## src/rtl/general_arith_pkg.sv

```systemverilog
// rtl/general_arith_pkg.sv - shared FSM state type and width helper for the arithmetic units
package general_arith_pkg;

   typedef enum logic [1:0] {
      IDLE = 2'd0,
      RUN  = 2'd1,
      DONE = 2'd2
   } arith_state_t;

   // Counter width able to hold the value `steps` itself (the final step count).
   function automatic int cnt_width(input int steps);
      return (steps < 1) ? 1 : $clog2(steps + 1);
   endfunction

endpackage

```

## src/rtl/general_multiplier_step.sv

```systemverilog
// rtl/general_multiplier_step.sv - one shift-and-add iteration of the multiplier work register
module general_multiplier_step #(
   parameter int WIDTH_A = 4,
   parameter int WIDTH_B = 4
) (
   input  logic [WIDTH_A+WIDTH_B:0] pr_i,
   input  logic [WIDTH_B-1:0]       b_i,
   output logic [WIDTH_A+WIDTH_B:0] pr_o
);

   logic [WIDTH_B:0] upper;
   logic [WIDTH_B:0] sum;

   always_comb begin
      upper = pr_i[WIDTH_A+WIDTH_B:WIDTH_A];
      // Upper field is one bit wider than b so the carry of the add survives the shift.
      sum   = pr_i[0] ? (upper + {1'b0, b_i}) : upper;
      pr_o  = {sum, pr_i[WIDTH_A-1:0]} >> 1;
   end

endmodule

```

## src/rtl/general_multiplier.sv

```systemverilog
// rtl/general_multiplier.sv - sequential unsigned shift-and-add multiplier with start/busy/done handshake
module general_multiplier
   import general_arith_pkg::*;
#(
   parameter int WIDTH_A = 4,
   parameter int WIDTH_B = 4
) (
   input  logic                       clk,
   input  logic                       rst,
   input  logic                       start,
   input  logic [WIDTH_A-1:0]         A,
   input  logic [WIDTH_B-1:0]         B,
   output logic [WIDTH_A+WIDTH_B-1:0] P,
   output logic                       busy,
   output logic                       done
);

   localparam int PW = WIDTH_A + WIDTH_B + 1;
   localparam int CW = cnt_width(WIDTH_A);
   localparam logic [CW-1:0] CNT_LAST = CW'(WIDTH_A - 1);

   arith_state_t  state_q, state_d;
   logic [CW-1:0] cnt_q, cnt_d;
   logic [PW-1:0] pr_q, pr_d, pr_step;
   logic [WIDTH_B-1:0] b_q, b_d;
   logic [PW-2:0] p_q, p_d;
   logic          done_q, done_d;

   general_multiplier_step #(
      .WIDTH_A (WIDTH_A),
      .WIDTH_B (WIDTH_B)
   ) u_step (
      .pr_i (pr_q),
      .b_i  (b_q),
      .pr_o (pr_step)
   );

   always_comb begin
      state_d = state_q;
      cnt_d   = cnt_q;
      pr_d    = pr_q;
      b_d     = b_q;
      p_d     = p_q;
      done_d  = 1'b0;
      unique case (state_q)
         IDLE: begin
            if (start) begin
               state_d = RUN;
               b_d     = B;
               pr_d    = {{(WIDTH_B + 1){1'b0}}, A};
               cnt_d   = '0;
            end
         end
         RUN: begin
            pr_d  = pr_step;
            cnt_d = cnt_q + 1'b1;
            if (cnt_q == CNT_LAST) begin
               state_d = DONE;
            end
         end
         DONE: begin
            // Product is published on the way out so P never moves during RUN.
            state_d = IDLE;
            p_d     = pr_q[PW-2:0];
            done_d  = 1'b1;
         end
         default: begin
            state_d = IDLE;
         end
      endcase
   end

   always_ff @(posedge clk) begin
      if (rst) begin
         state_q <= IDLE;
         cnt_q   <= '0;
         pr_q    <= '0;
         b_q     <= '0;
         p_q     <= '0;
         done_q  <= 1'b0;
      end else begin
         state_q <= state_d;
         cnt_q   <= cnt_d;
         pr_q    <= pr_d;
         b_q     <= b_d;
         p_q     <= p_d;
         done_q  <= done_d;
      end
   end

   assign P    = p_q;
   assign busy = (state_q == RUN);
   assign done = done_q;

endmodule
```

## config.mk

```make
export PLATFORM = sky130hd
export DESIGN_NAME = general_multiplier
export DESIGN_NICKNAME = d
export VERILOG_FILES = /design/src/rtl/general_arith_pkg.sv /design/src/rtl/general_multiplier_step.sv /design/src/rtl/general_multiplier.sv
export SDC_FILE = /design/constraint.sdc
export NUM_CORES = 1
export LEC_CHECK = 0
export ABC_CLOCK_PERIOD_IN_PS = 2500
export BUFFER_PORTS_ARGS = -buffer_cell sky130_fd_sc_hd__buf_2
export CAP_MARGIN = 20
export CORE_MARGIN = 3
export CORE_UTILIZATION = 33
export DETAILED_ROUTE_END_ITERATION = 10
export GPL_TIMING_DRIVEN = 0
export REMOVE_ABC_BUFFERS = 1
export SLEW_MARGIN = 20
export SYNTH_ARGS = -nofsm -noshare
export SYNTH_HDL_FRONTEND = slang
export SYNTH_SLANG_ARGS = --single-unit
```

## constraint.sdc

```tcl
create_clock -name clk -period 2.5 [get_ports clk]
set_clock_uncertainty 0.15 [all_clocks]
set_input_delay 0.25 -clock clk [delete_from_list [all_inputs] [get_ports clk]]
set_output_delay 0.25 -clock clk [all_outputs]
set_load 0.05 [all_outputs]
```

==> qor.yml <==
routing:
  initialDrtViolationCount: 50
  vias: 936
  drt.antenna.violating_nets: 0
  drt_pass1_iterations: 4
  drc: 0
  wl_mm: 2.18
  via_per_inst: 4.63
  routedWlPerCell_um: 10.8
yosys:
  synthCells: 139
  synth_cell_types: 29
  synth_adder_area_share: 0.0824
  synth_xor_area_frac: 0.0152
  ys_ff_latch: 26
  synthArstFlopShare: 0
  yosys.area_share.simple: 0.198
  muxShareOfSynthArea: 0.0282
  synth_compound_area_frac: 0.168
  syn_area_sq_um: 1150
  synth_edf_count: 0
  synth_top_family_by_area: "simple AND/OR/NAND/NOR gates"
  seq_area_frac_synth: 0.451
  syn_area_per_cell_sq_um: 8.30
  yosysWarningCount: 0
  ys.flop_type: "dfxtp_1"
pwr:
  power_frac_seq: 0.605
  power.switching_w: 0.000182
  power_frac_clock: 0.286
  pwr-share-comb: 0.109
  vdd_ir_drop_max_mv: 0.147
  p_per_area_nw_per_um2: 548
  leakage_nw: 0.579
  switching_share: 0.249
  p_int_w: 0.000550
worst_setup_path:
  critical_path_class: "flip-flop to flip-flop"
  cp_cell_sequence: "ha_1 -> inv_1 -> fa_1 -> xnor2_1 -> mux2_2 -> a22o_1"
  endpoint_kind: "flip-flop"
  crit_path_start_kind: "flip-flop"
  slowest_stage: "dfxtp_1"
  crit_fanout: 4
  crit_arrival_ns: 1.95
  cp.required_ns: 2.58
  slowest_delay_ns: 0.42
sta:
  max_freq_mhz: 535
  setup_tns_ns: 0
  report.final.slew_viol_count: 0
  hold_viol: 0
  period_needed_ns: 1.87
  min_period_over_period: 0.747
  rsz0062_at_grt: "no"
  setup_viol: 0
  tightest_slew_ns: 0.465
  slew_headroom: 0.690
global_route:
  grt_first_pass_wirelength_mm: 3.62
  grt_pass1_vias: 845
  grt_max_degree: 25
  grt-ovfl-total: 0
  grt_antenna_before_repair: 0
  grt_util_all_layers: 0.110
final_layout:
  multi_input_area_sq_um: 568
  layout_common_cells: "nand2_1 (35), dfxtp_1 (26), buf_2 (20)"
  nets: 177
  n_antenna_cell: 0
  layout_commonest_cell: "nand2_1"
  syn_to_final_growth_pct: 15.8
  seqCellArea_sq_um: 520
  fillers: 362
  finish.utilization: 0.417
  drive_gt1_frac: 0.184
clocking:
  clockBufferDepth: 2
  cts_made_buffers: 3
  htree_num_levels: 1
  cts_resized: 0
  cts_root_buf: "clkbuf_4"
  cts.sinks: 26
  clk_pin_slew_ns: 0.14
  cts_tree: "built"
  clock_latency_ns: 0.31
die:
  core_sq_um: 3200
  die_x_um: 65.1
  initial_utilization: 0.360
  die_h_um: 65.1
  ioPinCount: 21
  die_area_sq_um: 4240
  row_count: 20
flow_run:
  drv_cap: 0
placement:
  place.gp.congestion: 0.786
  place_hpwl_mm: 1.71
  portBuffers: 20
run_status:
  status: "complete, no violations"
worst_hold_path:
  hold_path.class: "input port to flip-flop"
## per-layer routing
layer | GRT usage | routed length (um) | up-vias
met5 | 0 | 0 | -
met4 | 0.0622 | 29 | 0
li1 | - | - | 501
met2 | 0.183 | 989 | 17
met1 | 0.129 | 1060 | 416
met3 | 0.0274 | 103 | 2
## worst max-delay path, delay by kind of cell (launching register included)
family                     cells  cell delay [ns]
xor gates and xnor gates       1             0.14
DFF                            1             0.42
muxes                          1             0.26
AOI/OAI and AO/OA              1             0.17
adders and majority gates      2             0.58
buffers and inverters          1             0.06
## worst paths after layout
kind / start / to / slack (ns) / cells after the start
max: pr_q[4] / pr_q[5] / 0.63 / 6
min: B[1] / b_q[1] / 0.02 / 3
max reg2reg: pr_q[4] / pr_q[5] / 0.63 / 6
min reg2reg: P[0] / P[0] / 0.31 / 2
## flip-flops by register name, summed over array words and instances (netlist names)
signal,cells
pr_q,8
P,8
state_q,2
done,1
cnt_q,3
b_q,4
## logic make-up (layout without fill, tap and decap cells)
group                    after synthesis  in the layout
buffers and inverters                 15             34
AND/OR/NAND/NOR                       56             56
adder cells (fa/ha/maj)                7              7
XOR/XNOR                               2              2
flip-flops                            26             26
multiplexers                           3              3
AO/OA/AOI/OAI                         30             30
## Yosys cell counts (2+ instances only)
library cell / n / area [sq um]
a21o_1: 2 / 15.0
a311oi_1: 3 / 26.3
and2_1: 2 / 12.5
mux2_2: 2 / 22.5
buf_4: 2 / 15.0
clkbuf_1: 5 / 18.8
nor2_1: 14 / 52.6
a21oi_1: 16 / 80.1
dfxtp_1: 26 / 521
ha_1: 6 / 75.1
inv_1: 7 / 26.3
nand2_1: 35 / 131
o21ai_0: 2 / 10.0
a31oi_1: 2 / 12.5
## area by class of cell
class | count | share of cell area
Sequential cell | 26 | 0.390
Inverter | 7 | 0.0197
Timing Repair Buffer | 23 | 0.0974
Clock buffer | 4 | 0.0272
Tap cell | 44 | 0.0412
Multi-Input combinational cell | 98 | 0.425
## power groups by stage
stage	clock [W]	combinational [W]	sequential, W
CTS	0.000217	0.0000807	0.000443
global placement	0	0.0000748	0.000451
global route	0.000230	0.0000919	0.000445
detailed placement	0	0.0000770	0.000452
floorplan	0	0.0000524	0.000448
finish	0.000209	0.0000799	0.000442
## stage by stage
step	std cells	power, W	setup WS [ns]	instance area [sq um]	hold slack [ns]
final	202	0.000732	0.631	1340	0.0174
after global routing	202	0.000768	0.515	1340	0.00586
after CTS	202	0.000740	0.623	1340	0.00882
after detailed placement	195	0.000529	0.649	1270	0.293
after global placement	195	0.000526	0.674	1270	0.290
after floorplan	131	0.000500	0.756	1110	0.166
## repair_timing
action,CTS,global route
hold buffers,3,0
endpoints found under the hold margin,3,0
endpoints found under the setup margin,0,0
setup buffers,0,0
Note: power is estimated with default switching activity, not from simulation.
